==> config.mk <==
export PLATFORM = sky130hd
export DESIGN_NAME = full_adder
export DESIGN_NICKNAME = d
export VERILOG_FILES = /design/src/rtl/full_adder.sv
export SDC_FILE = /design/constraint.sdc
export NUM_CORES = 1
export LEC_CHECK = 0
export ABC_AREA = 0
export CELL_PAD_IN_SITES_DETAIL_PLACEMENT = 1
export CELL_PAD_IN_SITES_GLOBAL_PLACEMENT = 1
export CORE_AREA = 2 2 39 41
export DETAILED_ROUTE_END_ITERATION = 8
export DIE_AREA = 0 0 41 43
export GPL_TIMING_DRIVEN = 1
export PLACE_DENSITY = 0.57
export SLEW_MARGIN = 10
export SYNTH_ARGS = -nofsm -noshare
export SYNTH_HDL_FRONTEND = slang
export SYNTH_SLANG_ARGS = --single-unit
==> constraint.sdc <==
create_clock -name CLK -period 0.8 [get_ports CLK]
set_input_delay 0.16 -clock CLK [delete_from_list [all_inputs] [get_ports CLK]]
set_output_delay 0.16 -clock CLK [all_outputs]
set_load 0.05 [all_outputs]
==> src/rtl/full_adder.sv <==
// ============================================================================
// Module      : full_adder
// Description : Registered 6:3 column counter (sum bit + 2-bit carry) for the
//               TD4 ALU adder chain; classic full adder on bit 0 of each input.
// Revision    : 1.0 - initial release
// ============================================================================
`default_nettype none

module full_adder (
  input  logic       CLK,
  input  logic       RST_N,
  input  logic [1:0] IN_Y,
  input  logic [1:0] IN_DATA,
  input  logic [1:0] CIN,
  output logic       DATA,
  output logic [1:0] CRR
);

  // Ones count over all six input bits; max 6 fits in 3 bits.
  logic [2:0] ones_count;

  always_comb begin
    ones_count = {2'b00, IN_Y[0]}    + {2'b00, IN_Y[1]}
               + {2'b00, IN_DATA[0]} + {2'b00, IN_DATA[1]}
               + {2'b00, CIN[0]}     + {2'b00, CIN[1]};
  end

  always_ff @(posedge CLK or negedge RST_N) begin
    if (!RST_N) begin
      DATA <= 1'b0;
      CRR  <= 2'b00;
    end else begin
      DATA <= ones_count[0];
      CRR  <= ones_count[2:1];
    end
  end

endmodule

`default_nettype wire

==> flow_summary.ini, run 1 <==
[outcome]
status = finished with violations
violations = negative setup slack

[timing]
worst_slack_ns = -0.994
maxSlewHeadroom_pct = 90.5
rsz0062_at_grt = yes
hold_viol_final = 0
finalCritPeriodShare_pct = 224
finalSetupViolCount = 6
min_period_ns = 1.79
tightestPinTransition_ns = 0.143
slew_violations = 0
max_freq_mhz = 557
hold_ws_ns = 0.111

[global_route]
antenna_found_initial = 0
grtUsageTotal_pct = 7.19
grt_remaining_overflow = 0
grt_max_degree = 4
grt_pass1_vias = 170
grt_pass1_wl_um = 662

[route]
wl_per_cell_um = 9.56
routed_wl_um = 430
vias = 150
first_pass_iters = 1
first_iter_violations = 0
viasPerCell = 3.33
drc_errors = 0
ant_nets = 0

[critical_path]
cp.required_ns = 0.97
cp-end-kind = register
setup.worst_path.class = primary input to register
crit_path_start_kind = primary input
max_stage_delay_ns = 0.51
worstPathMaxFanout = 1
worstPathArrival_ns = 1.96
cpMostUsedCell = fa_1
startpoint = CIN[0]
crit_chain = buf_8 > inv_8 > fa_1 > fa_1 > inv_2 > ha_4 > fa_2
slowest_stage = fa_1

[layout]
antenna_cells = 0
fin_cells = 45
syn_to_final_growth_pct = 109
fillers = 153
finish.utilization_pct = 26.9
nets = 42
drive_gt1_share_pct = 55.2

[placed_design]
gp_congestion = 0.553
dpl.cell_count = 41
port_buffers = 10

[clock_tree]
hold_buffers = 0
cts_buffer_depth = 2
cts_root_buf = clkbuf_4
clkSlewWorstSetupHoldPaths_ns = 0.04
numCtsBuffers = 3
cts_tree = yes
cts.sinks = 3
htree_levels = 1

[floorplanning]
fp.dieW_um = 41
dieArea_mm2 = 0.00176
core_mm2 = 0.00138
die_y_um = 43
pin_count = 11
num_rows = 14
start_util_pct = 12.8

[synthesis]
muxShareOfSynthArea_pct = 0
synth_top_area_share_pct = 42.3
synth_area_um2 = 178
yosys.area_share.simple_pct = 0
synth-adder-area-share_pct = 40.8
synth_top_family_by_area = adder cells
synth_compound_area_share_pct = 0
ys_warn_count = 0
synth_seq_area_share_pct = 42.3
yosys.area.top_type = dfrtp_1
ys_types = 4
syn_avg_cell_area_um2 = 11.8
synth-seq-cells = 3
synth_cells = 15
synth_nets = 27
synthTopCellsByArea = dfrtp_1 (42%), fa_1 (34%), inv_1 (17%)
synth_xor_area_share_pct = 0

[power]
switching_share_pct = 36.2
p_clk_share_pct = 27.3
leakage_nw = 0.178
ir_drop_uv = 560
pwr-share-comb_pct = 48.6
p_sw_mw = 0.350
power_density_mw_per_mm2 = 2600
p_seq_share_pct = 24.0
p_int_mw = 0.618

[run]
drv_cap = 0

[hold_path]
worstHoldPathType = primary input to asynchronous set/reset pin
through the flow:
step	total power, mW	cell area, um^2	setup slack (ns)	setup TNS, ns
after floorplan	0.425	190	-1.10	-2.80
after global placement	0.674	340	-1.70	-4.61
after detailed placement	0.699	340	-1.73	-4.72
after CTS	0.996	372	-1.04	-3.03
after global routing	1.04	372	-1.02	-3.02
final	0.968	372	-0.994	-2.84
timing repair:
item / CTS / global route
pin swaps: 3 / 3
hold endpoints to repair: 0 / 0
setup endpoints to repair: 6 / 6
setup buffers: 0 / 0
gates resized for setup: 15 / 2
state kept, by name (all words and copies together) (netlist names):
register / flops
CRR: 2
DATA: 1
per-layer routing:
| layer | vias to the layer above | global-route usage (%) | routed length (um) |
|---|---|---|---|
| li1 | 65 | - | - |
| met1 | 68 | 4.95 | 126 |
| met2 | 13 | 9.06 | 199 |
| met3 | 4 | 6.28 | 75 |
| met4 | 0 | 10.0 | 29 |
| met5 | - | 0 | 0 |
worst max-delay path by stage:
stage,to,slack [ns],cells past startpoint
6_report,CRR[0]$_DFF_PN0_,-0.99,7
5_1_grt,CRR[0]$_DFF_PN0_,-1.02,7
4_1_cts,CRR[0]$_DFF_PN0_,-1.04,7
3_5_place_dp,CRR[0]$_DFF_PN0_,-1.73,7
3_3_place_gp,CRR[0]$_DFF_PN0_,-1.70,7
2_1_floorplan,CRR[0]$_DFF_PN0_,-1.10,6
cell usage in the layout, fill, tap and decap left out:
master and instances:
buf_8 1, inv_8 1, fa_1 2, ha_4 1
fa_2 1, inv_1 3, clkdlybuf4s50_1 4, buf_12 3
clkbuf_1 1, dfrtp_1 3, buf_2 2, clkbuf_4 3
inv_2 4
synth_stat cells (all sizes together):
cell type  n
dfrtp      3
ha         1
inv        8
fa         3
worst max-delay path: cells and delay by family:
family	cells	cell delay [ns]
buf+inv	3	0.15
fa+ha+maj	4	1.65
power groups by stage:
stage          Clock, mW  Combinational (mW)  Sequential, mW
2_1_floorplan          0              0.0624           0.362
3_3_place_gp           0               0.442           0.232
3_5_place_dp           0               0.463           0.236
4_1_cts            0.280               0.482           0.234
5_1_grt            0.297               0.508           0.236
6_report           0.265               0.471           0.232
logic make-up after synthesis:
kind of cell / Yosys count
buffers and inverters: 8
DFF: 3
adders and majority gates: 4
cell type report:
| cell class | count | area (um^2) | share of cell area [%] |
|---|---|---|---|
| inverters | 8 | 37.5 | 10.1 |
| clock buffers | 4 | 26.3 | 7.07 |
| flip-flops and latches | 3 | 75.1 | 20.2 |
| repair buffers | 10 | 125 | 33.7 |
| multi-input cells | 4 | 87.6 | 23.6 |
| well taps | 16 | 20.0 | 5.39 |
Note: power is estimated with default switching activity, not from simulation.
==> inputs of run 2 (changes only) <==
- GPL_ROUTABILITY_DRIVEN: not set -> 1
- SKIP_LAST_GASP: not set -> 1
==> results of run 2 <==
Final layout, timing and power as in run 1 (identical DEF).
==> inputs of run 3 (changes only) <==
- SLEW_MARGIN: 10 -> not set
==> results of run 3 <==
Final layout, timing and power as in run 1 (identical DEF).
